--- config.mk ---
export PLATFORM = sky130hd
export DESIGN_NAME = a2d_sched_flat
export DESIGN_NICKNAME = d
export VERILOG_FILES = /design/src/rtl/a2d_sched_if.sv /design/src/rtl/a2d_sched.sv /design/src/flat_wrapper.sv
export SDC_FILE = /design/constraint.sdc
export NUM_CORES = 1
export LEC_CHECK = 0
export BUFFER_PORTS_ARGS = -buffer_cell sky130_fd_sc_hd__buf_4
export CORE_AREA = 2 2 126 128
export CTS_CLUSTER_DIAMETER = 60
export DETAILED_ROUTE_END_ITERATION = 16
export DIE_AREA = 0 0 128 130
export PLACE_DENSITY = 0.52
export SLEW_MARGIN = 20
export SYNTH_ARGS = -nofsm -noshare
export SYNTH_HDL_FRONTEND = slang
export SYNTH_SLANG_ARGS = --single-unit
export TNS_END_PERCENT = 10
--- constraint.sdc ---
create_clock -name clk -period 2.6 [get_ports clk]
set_clock_uncertainty 0.1 [all_clocks]
set_input_delay 0 -clock clk [delete_from_list [all_inputs] [get_ports clk]]
set_output_delay 0 -clock clk [all_outputs]
set_load 0.02 [all_outputs]
--- src/rtl/a2d_sched_if.sv ---
// SPI command/response channel between the A2D conversion scheduler and the SPI master.
interface a2d_sched_if;
    logic        wrt;
    logic [15:0] cmd;
    logic        done;
    logic [15:0] rd_data;

    modport master (output wrt, output cmd, input done, input rd_data);
    modport slave  (input wrt, input cmd, output done, output rd_data);
endinterface

--- src/rtl/a2d_sched.sv ---
// A2D conversion scheduler: periodic rounds over channels 0,1,3,4 with
// priority torque samples on cadence, each a two-transaction SPI exchange.
//
// state | meaning
// IDLE  | arbitrate between pending torque request and round slot
// CMD   | wrt pulse, cmd carries selected channel
// WAIT1 | wait for first transaction done (data discarded)
// GAP   | two idle cycles between transactions
// READ  | wrt pulse, same cmd, fetches the converted value
// WAIT2 | wait for done, latch value and strobe smpl_vld
module a2d_sched #(
    parameter int FAST_SIM = 0
) (
    input  logic        clk,
    input  logic        rst,
    input  logic        cadence_rise,
    a2d_sched_if.master spi,
    output logic [11:0] batt,
    output logic [11:0] curr,
    output logic [11:0] brake,
    output logic [11:0] torque,
    output logic [3:0]  smpl_vld,
    output logic        busy
);

    localparam int TMR_W = (FAST_SIM != 0) ? 8 : 14;

    localparam logic [2:0] S_IDLE  = 3'd0;
    localparam logic [2:0] S_CMD   = 3'd1;
    localparam logic [2:0] S_WAIT1 = 3'd2;
    localparam logic [2:0] S_GAP   = 3'd3;
    localparam logic [2:0] S_READ  = 3'd4;
    localparam logic [2:0] S_WAIT2 = 3'd5;

    logic [TMR_W-1:0] tmr;
    logic             tick;
    logic [2:0]       state;
    logic             gap_cnt;
    logic [1:0]       rnd_ptr;
    logic             rnd_act;
    logic             rnd_pend;
    logic             trq_pend;
    logic [2:0]       sel_ch;
    logic [2:0]       rnd_ch;
    logic             wrt_q;
    logic [15:0]      cmd_q;
    logic             unused_rd_hi;

    // Down-counter wraps through zero; terminal count at 1 puts the first
    // tick exactly one full period after reset release.
    assign tick = (tmr == TMR_W'(1));

    always_comb begin
        rnd_ch = 3'd0;
        case (rnd_ptr)
            2'd0:    rnd_ch = 3'd0;
            2'd1:    rnd_ch = 3'd1;
            2'd2:    rnd_ch = 3'd3;
            default: rnd_ch = 3'd4;
        endcase
    end

    assign busy         = (state != S_IDLE);
    assign spi.wrt      = wrt_q;
    assign spi.cmd      = cmd_q;
    assign unused_rd_hi = ^spi.rd_data[15:12];

    always_ff @(posedge clk) begin
        if (rst) begin
            tmr      <= '0;
            state    <= S_IDLE;
            gap_cnt  <= 1'b0;
            rnd_ptr  <= 2'd0;
            rnd_act  <= 1'b0;
            rnd_pend <= 1'b0;
            trq_pend <= 1'b0;
            sel_ch   <= 3'd0;
            wrt_q    <= 1'b0;
            cmd_q    <= 16'h0000;
            batt     <= 12'h000;
            curr     <= 12'h000;
            brake    <= 12'h000;
            torque   <= 12'h000;
            smpl_vld <= 4'b0000;
        end else begin
            tmr      <= tmr - 1'b1;
            wrt_q    <= 1'b0;
            smpl_vld <= 4'b0000;
            case (state)
                S_IDLE: begin
                    if (trq_pend) begin
                        sel_ch   <= 3'd4;
                        cmd_q    <= {2'b00, 3'd4, 11'h000};
                        trq_pend <= 1'b0;
                        wrt_q    <= 1'b1;
                        state    <= S_CMD;
                    end else if (rnd_act || rnd_pend) begin
                        sel_ch  <= rnd_ch;
                        cmd_q   <= {2'b00, rnd_ch, 11'h000};
                        // A queued round is consumed only when it actually starts.
                        if (!rnd_act) rnd_pend <= 1'b0;
                        rnd_act <= (rnd_ptr != 2'd3);
                        rnd_ptr <= rnd_ptr + 2'd1;
                        wrt_q   <= 1'b1;
                        state   <= S_CMD;
                    end
                end
                S_CMD: state <= S_WAIT1;
                S_WAIT1: begin
                    if (spi.done) begin
                        gap_cnt <= 1'b0;
                        state   <= S_GAP;
                    end
                end
                S_GAP: begin
                    if (gap_cnt) begin
                        wrt_q <= 1'b1;
                        state <= S_READ;
                    end else begin
                        gap_cnt <= 1'b1;
                    end
                end
                S_READ: state <= S_WAIT2;
                S_WAIT2: begin
                    if (spi.done) begin
                        state <= S_IDLE;
                        case (sel_ch)
                            3'd0: begin batt   <= spi.rd_data[11:0]; smpl_vld <= 4'b0001; end
                            3'd1: begin curr   <= spi.rd_data[11:0]; smpl_vld <= 4'b0010; end
                            3'd3: begin brake  <= spi.rd_data[11:0]; smpl_vld <= 4'b0100; end
                            3'd4: begin torque <= spi.rd_data[11:0]; smpl_vld <= 4'b1000; end
                            default: ;
                        endcase
                    end
                end
                default: state <= S_IDLE;
            endcase
            // Requests arriving on the same edge as a grant must survive it.
            if (tick)         rnd_pend <= 1'b1;
            if (cadence_rise) trq_pend <= 1'b1;
        end
    end

endmodule

--- src/flat_wrapper.sv ---
// flat-port wrapper written by rule: the top's interface ports become plain ports
module a2d_sched_flat 
#(
    parameter int FAST_SIM = 0
)
  (clk, rst, cadence_rise, batt, curr, brake, torque, smpl_vld, busy, spi_wrt, spi_cmd, spi_done, spi_rd_data);
  a2d_sched_if spi_i ();
  input  logic clk;
  input  logic rst;
  input  logic cadence_rise;
  output logic [11:0] batt;
  output logic [11:0] curr;
  output logic [11:0] brake;
  output logic [11:0] torque;
  output logic [3:0] smpl_vld;
  output logic busy;
  output wire logic [$bits(spi_i.wrt)-1:0] spi_wrt;
  output wire logic [$bits(spi_i.cmd)-1:0] spi_cmd;
  input wire logic [$bits(spi_i.done)-1:0] spi_done;
  input wire logic [$bits(spi_i.rd_data)-1:0] spi_rd_data;
  assign spi_wrt = spi_i.wrt;
  assign spi_cmd = spi_i.cmd;
  assign spi_i.done = spi_done;
  assign spi_i.rd_data = spi_rd_data;
  a2d_sched #(.FAST_SIM(FAST_SIM)) u_core (.clk(clk), .rst(rst), .cadence_rise(cadence_rise), .spi(spi_i), .batt(batt), .curr(curr), .brake(brake), .torque(torque), .smpl_vld(smpl_vld), .busy(busy));
endmodule
==> results.ini <==
[detailed_routing]
vias = 2840
detail_route.wirelength_um = 9050
firstDrtPassIters = 4
dr.first_iter.drc_count = 219
route.detailed.vias_per_inst = 4.41
dr_drc_count = 0
routed_wire_length_per_instance_um = 14.1
remaining_antenna_violation_count_after_routing = 0

[setup_path]
worstRegToRegCells = 3
timing.critical_path.from = u_core.state[2]
critPathArrivalTime_ns = 2.01
timing.critical_path.depth = 3
critical_path.endpoint_type = flop
launching_element_type_of_the_critical_path = flop
crit_path_max_incr_delay_ns = 0.70
worst-endpoint-required_ns = 2.69
maximum_fanout_encountered_on_the_critical_timing_path = 14
worst-path-buf-inv = 0
critical_path.reg2reg.startpoint = u_core.state[2]
critPathKind = reg -> reg
worst_path_max_delay_cell = sky130_fd_sc_hd__or3_1
timing.critical_path.cells = nand4b_1 -> or3_1 -> mux2i_1
critical_path.endpoint = u_core.curr[4]
timing.critical_path.max_delay_family = simple AND/OR/NAND/NOR gates
reg2reg_to = u_core.curr[4]
worst-r2r-setup-slack_ns = 0.68

[sta]
post-route-worst-setup-slack_ns = 0.682
worst_slew_pin_slew_ns = 0.755
rsz0062_at_grt = no
fin_crit_sh_pct = 73.8
timing.fmax_ghz = 0.521
max_slew_margin_pct = 49.7
setup_viol = 0
post_route_setup_tns_ns = 0
final-max-slew-violation-count = 0
finalHoldViolCount = 0
timing.final.crit_period_ns = 1.92

[global_routing]
initial_antenna_violation_count = 0
overflow_after_grt = 0
grt_pass1_vias = 2718
grt_first_pass_wirelength_um = 14400
grt_use_total_pct = 11.1
largest_net_degree_at_the_start_of_global_routing = 84

[place]
post_detail_place_hpwl_um = 6260
dp_slack_ns = 0.707
dpl_cell_area_mm2 = 0.00410
routabilityCongestion = 0.740
portBuffers = 72

[layout]
diodes = 0
area.growth.synth_to_final_pct = 30.9
final_net_count = 472
final_area_mm2 = 0.00452
post-route-util_pct = 29.3
fraction_of_final_layout_cells_with_drive_strength_greater_than_1_pct = 23.0

[flow_run]
cap_violations = 0

[floorplan]
fp-row-count = 46
start_util_pct = 22.4
fp.coreArea_mm2 = 0.0154
floorplan.die_area_mm2 = 0.0166
i_o_pin_count = 90
fp.dieH_um = 130
fp.dieW_um = 128

[clock_network]
path_clk_slew_ns = 0.06
clock_tree.buffer_depth = 2
clockRootBuffer = sky130_fd_sc_hd__clkbuf_16
clock-sinks = 79
h-tree-depth = 3
insertion_delay_ns = 0.34
cts_tree = built
cts_repair_resize_count = 0
numCtsBuffers = 9

[yosys]
syn-cell-area_mm2 = 0.00345
synth_top_area_cell = sky130_fd_sc_hd__dfxtp_1
synthTopCellsByArea = sky130_fd_sc_hd__dfxtp_1, sky130_fd_sc_hd__nand2b_1, sky130_fd_sc_hd__mux2i_1, sky130_fd_sc_hd__a21oi_1, sky130_fd_sc_hd__o21ai_0
yosysWarningCount = 0
synth_seq_cells = 79
synth-seq-area-share_pct = 45.8
ys_types = 42
synth_area_per_cell_um2 = 9.22
synthTopCellsByCount = sky130_fd_sc_hd__dfxtp_1, sky130_fd_sc_hd__a21oi_1, sky130_fd_sc_hd__nand2b_1
synthArstFlopShare_pct = 0
synth-edff-count = 0
post-synth-top-area-fraction_pct = 45.8
synthMostInstantiatedCell = sky130_fd_sc_hd__dfxtp_1
synth_top_flop_cell = sky130_fd_sc_hd__dfxtp_1
synthesis.instances = 374

[min_path]
class_of_the_most_critical_hold_timing_path = in -> reg
min-delay-start = rst

[power]
vdd_ir_drop_max_mv = 0.301
pwr_density_cell_mw_per_mm2 = 691
static-leakage-power_nw = 1.82

[status]
outcome = finished, final reports clean

## flip-flops by register name, summed over array words and instances (netlist names)
register         count
u_core.rnd_pend      1
u_core.batt         12
u_core.gap_cnt       1
u_core.brake        12
u_core.state         3
u_core.curr         12
u_core.spi.wrt       1
u_core.spi.cmd       3
u_core.rnd_ptr       2
u_core.trq_pend      1
u_core.tmr          14
u_core.torque       12
u_core.rnd_act       1
u_core.smpl_vld      4
## worst reg2reg max path: stages (launching register included)
cell	delay, ns
sky130_fd_sc_hd__dfxtp_1	0.56
sky130_fd_sc_hd__nand4b_1	0.18
sky130_fd_sc_hd__or3_1	0.70
sky130_fd_sc_hd__mux2i_1	0.23
## metrics by stage
stage | total power, mW | hold WS, ns | std cells
final | 3.12 | 0.127 | 644
after CTS | 3.17 | 0.113 | 644
after global routing | 3.30 | 0.150 | 644
after detailed placement | 1.95 | 0.119 | 614
after floorplan | 1.82 | 0.0174 | 386
after global placement | 1.93 | 0.117 | 614
## cells by family (layout without fill, tap and decap cells)
kind of cell | Yosys count | in the layout | share of synthesized area, %
AND/OR/NAND/NOR | 129 | 129 | 23.6
buffers and inverters | 49 | 115 | 7.47
flip-flops | 79 | 79 | 45.8
AO/OA/AOI/OAI | 81 | 81 | 12.4
XOR/XNOR | 3 | 3 | 0.762
other | 1 | 13 | 0.109
multiplexers | 27 | 27 | 7.94
adder cells (fa/ha/maj) | 5 | 5 | 1.81
## per-layer routing
layer | GRT usage, % | share of wire (%)
met5 | 0 | 0
met4 | 4.20 | 1.7
met3 | 4.26 | 5.2
met2 | 17.3 | 47
met1 | 14.1 | 46
## cells in the final DEF, fill, tap and decap left out, types with 3 or more instances in the layout
master                          netlist  routed
sky130_fd_sc_hd__nand2b_1            39      39
sky130_fd_sc_hd__or4_1                4       4
sky130_fd_sc_hd__o31ai_1              5       5
sky130_fd_sc_hd__xnor2_1              3       3
sky130_fd_sc_hd__nand3_1             24      24
sky130_fd_sc_hd__dlygate4sd3_1        0      14
sky130_fd_sc_hd__o21ai_0             30      30
sky130_fd_sc_hd__ha_1                 5       5
sky130_fd_sc_hd__conb_1               1      13
sky130_fd_sc_hd__buf_4               14      78
sky130_fd_sc_hd__dfxtp_1             79      79
sky130_fd_sc_hd__a21oi_1             41      41
sky130_fd_sc_hd__or3b_2               3       3
sky130_fd_sc_hd__or3_1               10      10
sky130_fd_sc_hd__inv_1                7       7
sky130_fd_sc_hd__nor2b_1              4       4
sky130_fd_sc_hd__nand3b_1             3       3
sky130_fd_sc_hd__nor3_1               8       7
sky130_fd_sc_hd__nor2_1              12      12
sky130_fd_sc_hd__mux2i_1             24      24
sky130_fd_sc_hd__nor4_1               5       5
sky130_fd_sc_hd__clkbuf_16            0       9
## cell type report
class	instances	area (um^2)
flip-flops and latches	79	1580
multi-input cells	258	1670
well taps	192	240
clock buffers	13	260
clock inverters	3	17.5
repair buffers	92	726
inverters	7	26.3
fillers	1649	10900
## repair_timing
item | in CTS | in global routing
endpoints found under the hold margin | 52 | 0
hold buffers | 14 | 0
setup buffers | 0 | 0
## power by group
group / total (mW) / internal [mW] / switching [mW] / leakage (nW)
clock: 1.18 / 0.696 / 0.486 / 0.136
combinational: 0.558 / 0.245 / 0.313 / 1.04
sequential: 1.38 / 1.28 / 0.0938 / 0.640
total: 3.12 / 2.23 / 0.893 / 1.82
## how the worst min path moves through the flow
stage,end,slack (ns),cells past startpoint
after detailed placement,u_core.trq_pend,0.12,3
after CTS,u_core.trq_pend,0.11,2
final,u_core.trq_pend,0.13,2
after floorplan,u_core.trq_pend,0.02,2
after global routing,u_core.trq_pend,0.15,2
after global placement,u_core.trq_pend,0.12,3
Note: power is estimated with default switching activity, not from simulation.
